<file path="src/rtl/jamma_input_debounce.sv">
// Player-1 JAMMA input conditioning: 2-flop sync, per-bit debounce, clean levels and press/release strobes.
// Optional JAMMA_SOCD_EN masks simultaneous opposite directions (LFT+RGT, UP+DN) before strobes are derived.
module jamma_input_debounce #(
  parameter int DEBOUNCE_CYCLES = 1000000
) (
  input  logic       clk,
  input  logic       rst,
  input  logic [7:0] raw_n,
  output logic [7:0] btn,
  output logic [7:0] press,
  output logic [7:0] released,
  output logic       any_press
);

  // Bit order {S1, START1, UP, DN, RGT, LFT, S2, S3}; "release" is a reserved word, hence "released".
  localparam int LFT = 2;
  localparam int RGT = 3;
  localparam int DN  = 4;
  localparam int UP  = 5;

  localparam int CW = (DEBOUNCE_CYCLES < 2) ? 1 : $clog2(DEBOUNCE_CYCLES);
  localparam logic [CW-1:0] CNT_MAX = CW'(DEBOUNCE_CYCLES - 1);

  if (DEBOUNCE_CYCLES < 2) begin : g_bad_cfg
    $error("jamma_input_debounce: DEBOUNCE_CYCLES must be >= 2");
  end

  logic [7:0]    sync1;
  logic [7:0]    sync2;
  logic [7:0]    s;
  logic [7:0]    state;
  logic [7:0]    state_next;
  logic [7:0]    btn_next;
  logic [CW-1:0] cnt      [8];
  logic [CW-1:0] cnt_next [8];

  assign s = ~sync2;

  always_comb begin
    state_next = state;
    for (int i = 0; i < 8; i++) begin
      cnt_next[i] = '0;
      if (s[i] != state[i]) begin
        if (cnt[i] == CNT_MAX) begin
          state_next[i] = s[i];
        end else begin
          cnt_next[i] = cnt[i] + CW'(1);
        end
      end
    end
  end

  always_comb begin
    btn_next = state_next;
`ifdef JAMMA_SOCD_EN
    if (state_next[LFT] && state_next[RGT]) begin
      btn_next[LFT] = 1'b0;
      btn_next[RGT] = 1'b0;
    end
    if (state_next[UP] && state_next[DN]) begin
      btn_next[UP] = 1'b0;
      btn_next[DN] = 1'b0;
    end
`endif
  end

  // btn doubles as the one-cycle-delayed copy, so strobes line up with the new btn value.
  always_ff @(posedge clk) begin
    if (rst) begin
      sync1     <= 8'hFF;
      sync2     <= 8'hFF;
      state     <= 8'h00;
      btn       <= 8'h00;
      press     <= 8'h00;
      released  <= 8'h00;
      any_press <= 1'b0;
      for (int i = 0; i < 8; i++) begin
        cnt[i] <= '0;
      end
    end else begin
      sync1     <= raw_n;
      sync2     <= sync1;
      state     <= state_next;
      btn       <= btn_next;
      press     <= btn_next & ~btn;
      released  <= ~btn_next & btn;
      any_press <= |(btn_next & ~btn);
      for (int i = 0; i < 8; i++) begin
        cnt[i] <= cnt_next[i];
      end
    end
  end

endmodule

</file>
<file path="config.mk">
export PLATFORM = sky130hd
export DESIGN_NAME = jamma_input_debounce
export DESIGN_NICKNAME = d
export VERILOG_FILES = /design/src/rtl/jamma_input_debounce.sv
export SDC_FILE = /design/constraint.sdc
export NUM_CORES = 1
export LEC_CHECK = 0
export CAP_MARGIN = 20
export CELL_PAD_IN_SITES_DETAIL_PLACEMENT = 0
export CELL_PAD_IN_SITES_GLOBAL_PLACEMENT = 2
export CORE_MARGIN = 2
export CORE_UTILIZATION = 40
export CTS_BUF_LIST = sky130_fd_sc_hd__clkbuf_16
export DETAILED_ROUTE_END_ITERATION = 10
export DONT_BUFFER_PORTS = 1
export GPL_ROUTABILITY_DRIVEN = 0
export PLACE_DENSITY = 0.87
export SYNTH_ARGS = -nofsm -noshare
export SYNTH_HDL_FRONTEND = slang
export SYNTH_SLANG_ARGS = --single-unit
</file>
<file path="constraint.sdc">
create_clock -name clk -period 2.85 [get_ports clk]
set_clock_uncertainty 0.2 [all_clocks]
set_input_delay 0.285 -clock clk [delete_from_list [all_inputs] [get_ports clk]]
set_output_delay 0.285 -clock clk [all_outputs]
set_load 0.02 [all_outputs]
</file>
# == Yosys cells after proc, flatten, opt, wreduce, memory -nomap -nowiden ==
# Memories as Yosys holds them, arrays and structs flattened.
# Cells that the tools add are included.
# op_classes
add_sub_neg,8
n_eq_ne,16
muxes,43
n_bitwise,13
reduce_logical,1
# op_table
cell,n
20-bit two-way mux,24
20-bit by 1-bit adder with 20-bit output (second input constant),8
20-bit == test (second input constant),8
8-bit inverter,3
1-bit two-way mux,19
8-bit bitwise AND,2
1-bit != test,8
1-bit OR,8
8-bit OR reduction,1
# word_totals
ff_bits,41
mem_bits_rw,160
inputBits,10
out_inout_bits,25
word_cells,88
mem_count,1
# memory_table
name,words,width,read_ports,rd_ports_with_merged_regs,wr,line_no,rtl
cnt,8,20,8,0,8,34,logic [CW-1:0] cnt [8];

# == Depth between registers and ports, before layout ==
# logic_depth
depth_word,5
depth_mapped,7
depth_no_buf,5

# == Least setup slack after synthesis ==
# No wires, ideal clock.
# synth_timing
path_type,register to register
from,mem cnt[0][0] (netlist name)
to,mem cnt[0][10] (netlist name)
setup_time_ps,128
arrival_time_ps,1854
required_ps,2522
slack_ps,669
stages_incl_launch_ff,8
n_path_buf,2
period_less_slack_ps,2181
path_cell_list,dfxtp_1 ha_1 and4_1 clkbuf_1 nand4_1 o21ai_1 clkbuf_1 nor2_1
# synth_rtl
element,line_no
from (decl),34

==> results.yml <==
yosys:
  ys_seq_elements: 201
  yosysWarningCount: 0
  synth_compound_area_share_pct: 9.29
  ys_seq_area_share_pct: 47.0
  syn-num-nets: 987
  yosys.area_share.simple_pct: 31.4
  ys_types: 39
  synth_top_family_by_area: "simple AND/OR/NAND/NOR gates"
  synth_adder_area_share_pct: 1.17
  syn_area_um2: 8570
  synthArstFlopShare_pct: 0
  syn_inst: 969
  synth-main-ff-cell: "dfxtp_1"
  synthXorXnorAreaFrac_pct: 9.41
  synth_edf_count: 0
  avgSynthCellArea_um2: 8.84
  synthMuxAreaShare_pct: 0
grt:
  grt_max_degree: 50
  grt_pass1_wl_mm: 30.9
  gr-usage-all-layers_pct: 16.3
  overflow: 0
  grt_pass1_vias: 6512
  antenna_found_initial: 0
final_layout:
  drive_gt1_share_pct: 8.12
  nNetsFinal: 1012
  syn_to_final_growth_pct: 13.3
  fin_util_pct: 46.2
  fill_cells: 2091
  antenna_cells: 0
drt:
  drc_errors: 0
  postRouteAntennaNets: 0
  vias: 6860
  drt_iter0_drc: 378
  vias_per_cell: 5.34
  wl_per_cell_um: 14.0
  drtPass1Iterations: 4
  finalWirelength_mm: 18.0
sta:
  finalSetupViolations: 0
  rsz0062_at_grt: "no"
  worstMarginPinSlew_ps: 630
  finalCritPeriodShare_pct: 83.7
  tns_ps: 0
  period_minus_slack_ps: 2390
  final_max_slew_viol_count: 0
  hold_viol: 0
  fmax_mhz: 419
  worst_slew_margin_rel_pct: 57.6
clock_tree:
  cts.clk_slew.worst_paths_ps: 60
  cts_hold_buf: 11
  cts_buffer_depth: 3
  cts_sinks: 201
  cts-root-buf: "clkbuf_16"
  tritoncts.num_buffers: 23
  h-tree-depth: 1
  cts_tree: "built"
  clkLatencyLatePin_ps: 500
  cts.repair.resized: 0
  cts_setup_buffers: 0
die:
  core_area_um2: 21000
  io_pins: 35
  rows: 53
  dieArea_um2: 22600
  start_util_pct: 40.7
  die_x_um: 150
  die_h_um: 150
pwr:
  ir_drop_mv: 0.391
  p_leak_nw: 2.88
  powerDensity_nw_per_um2: 575
status:
  status: "finished, final reports clean"
worst_setup_path:
  cp_data_arrival_time_ps: 2630
  critPathCaptureType: "register"
  regToRegStartpoint: "cnt[0][41]"
  path_class: "reg2reg"
  cp.required_ps: 3090
  worstRegToRegCells: 6
  path_max_fanout: 5
  rrSetupSlack_ps: 460
  r2r_end: "state[2]"
  startpoint_type: "register"
  startpoint: "cnt[0][41]"
  crit_end: "state[2]"
run:
  max_cap_violations: 0
hold_path:
  min_path_type: "reg2reg"
place:
  hpwl_mm: 12.4
  port_buffers: 0
[worst max-delay path, cell delays in order, from the launching register on]
cell,delay (ps)
dfxtp_1,350
ha_1,260
nand2_1,120
or2_2,330
or3_1,370
a21oi_1,140
dlygate4sd3_1,550
[sequential cells by signal, indices dropped and copies added, names as in the netlist]
signal / count
any_press: 1
state: 8
cnt: 160
sync2: 8
sync1: 8
released: 8
press: 8
[cells in the mapped netlist, types with 9 or more instances]
library cell | n | area [um^2]
o21ai_0 | 36 | 180
clkbuf_1 | 21 | 78.8
and3_1 | 16 | 100
nand2_1 | 60 | 225
a21oi_1 | 68 | 340
o31ai_1 | 22 | 165
and4_1 | 24 | 210
xnor2_1 | 49 | 429
nor4_1 | 16 | 100
dfxtp_1 | 201 | 4020
or4_1 | 23 | 173
inv_1 | 16 | 60.1
nand3_1 | 56 | 280
nor4b_1 | 12 | 105
or2_2 | 31 | 194
and2_1 | 9 | 56.3
xor2_1 | 43 | 377
nor2_1 | 111 | 417
nor3_1 | 29 | 145
or3_1 | 41 | 257
nand4_1 | 44 | 275
[power by group]
| part | switching [mW] | total [mW] | internal [mW] | leakage, nW |
|---|---|---|---|---|
| clock network | 1.13 | 2.68 | 1.55 | 0.359 |
| registers | 0.00789 | 2.83 | 2.82 | 1.62 |
| logic | 0.0391 | 0.0681 | 0.0290 | 0.896 |
[metal layers]
| metal | routed length [um] | vias to the layer above | GRT usage, % | part of all wire [%] |
|---|---|---|---|---|
| met5 | 0 | - | 0 | 0 |
| met4 | 497 | 0 | 4.95 | 2.8 |
| met3 | 646 | 31 | 2.91 | 3.6 |
| met2 | 7830 | 79 | 25.7 | 43 |
| met1 | 9040 | 3194 | 22.8 | 50 |
| li1 | - | 3556 | - | - |
[final cells by class]
cell class	instances	area [um^2]	area share (%)
clock buffers	23	576	5.93
repair buffers	22	203	2.09
clock inverters	18	108	1.11
multi-input cells	730	4390	45.2
flip-flops and latches	201	4020	41.5
well taps	275	344	3.55
inverters	16	60.1	0.619
[worst min path at each step]
stage	from	endpoint	slack [ps]	depth (start not counted)
after global placement	rst	state[2]	160	1
after CTS	raw_n[7]	sync1[7]	190	2
final	sync1[1]	sync2[1]	210	1
after floorplan	raw_n[0]	sync1[0]	190	1
after detailed placement	rst	state[2]	170	1
after global routing	raw_n[2]	sync1[2]	200	2
[cell usage in the layout (no fill, tap or decap), types with 2 or more instances in the layout]
| cell | n |
|---|---|
| o21ai_0 | 36 |
| clkbuf_16 | 23 |
| dfxtp_1 | 201 |
| a22oi_1 | 3 |
| a31o_2 | 2 |
| nor4b_1 | 12 |
| nand3b_1 | 2 |
| clkinv_2 | 7 |
| and2_1 | 9 |
| nand3_1 | 56 |
| ha_1 | 8 |
| nor4_1 | 16 |
| clkinv_1 | 5 |
| nor3b_1 | 4 |
| nand4_1 | 44 |
| and3_1 | 16 |
| buf_4 | 11 |
| xor2_1 | 43 |
| nand2_1 | 60 |
| inv_1 | 20 |
| xnor2_1 | 49 |
| nor3_1 | 29 |
| dlygate4sd3_1 | 10 |
| nor2_1 | 111 |
| or4_1 | 23 |
| and4_1 | 24 |
| a21oi_1 | 68 |
| or2_2 | 31 |
| o21ai_1 | 7 |
| or3_1 | 41 |
| nor4bb_1 | 4 |
| o31ai_1 | 22 |
[through the flow]
stage	cell area [um^2]	std cells	setup slack [ps]	total power [mW]	hold slack [ps]
5_1_grt	9710	1285	235	5.79	198
2_1_floorplan	8570	969	669	2.93	189
3_3_place_gp	8900	1233	516	2.94	164
3_5_place_dp	8900	1233	503	2.94	165
4_1_cts	9710	1285	460	5.69	186
6_report	9710	1285	465	5.58	209
[kinds of logic (layout without fill, tap and decap cells)]
family                     after synthesis  after routing
and+or+nand+nor                        489            489
adders and majority gates                8              8
xor gates and xnor gates                92             92
DFF                                    201            201
AOI/OAI and AO/OA                      141            141
buffers and inverters                   38             79
Note: power is estimated with default switching activity, not from simulation.
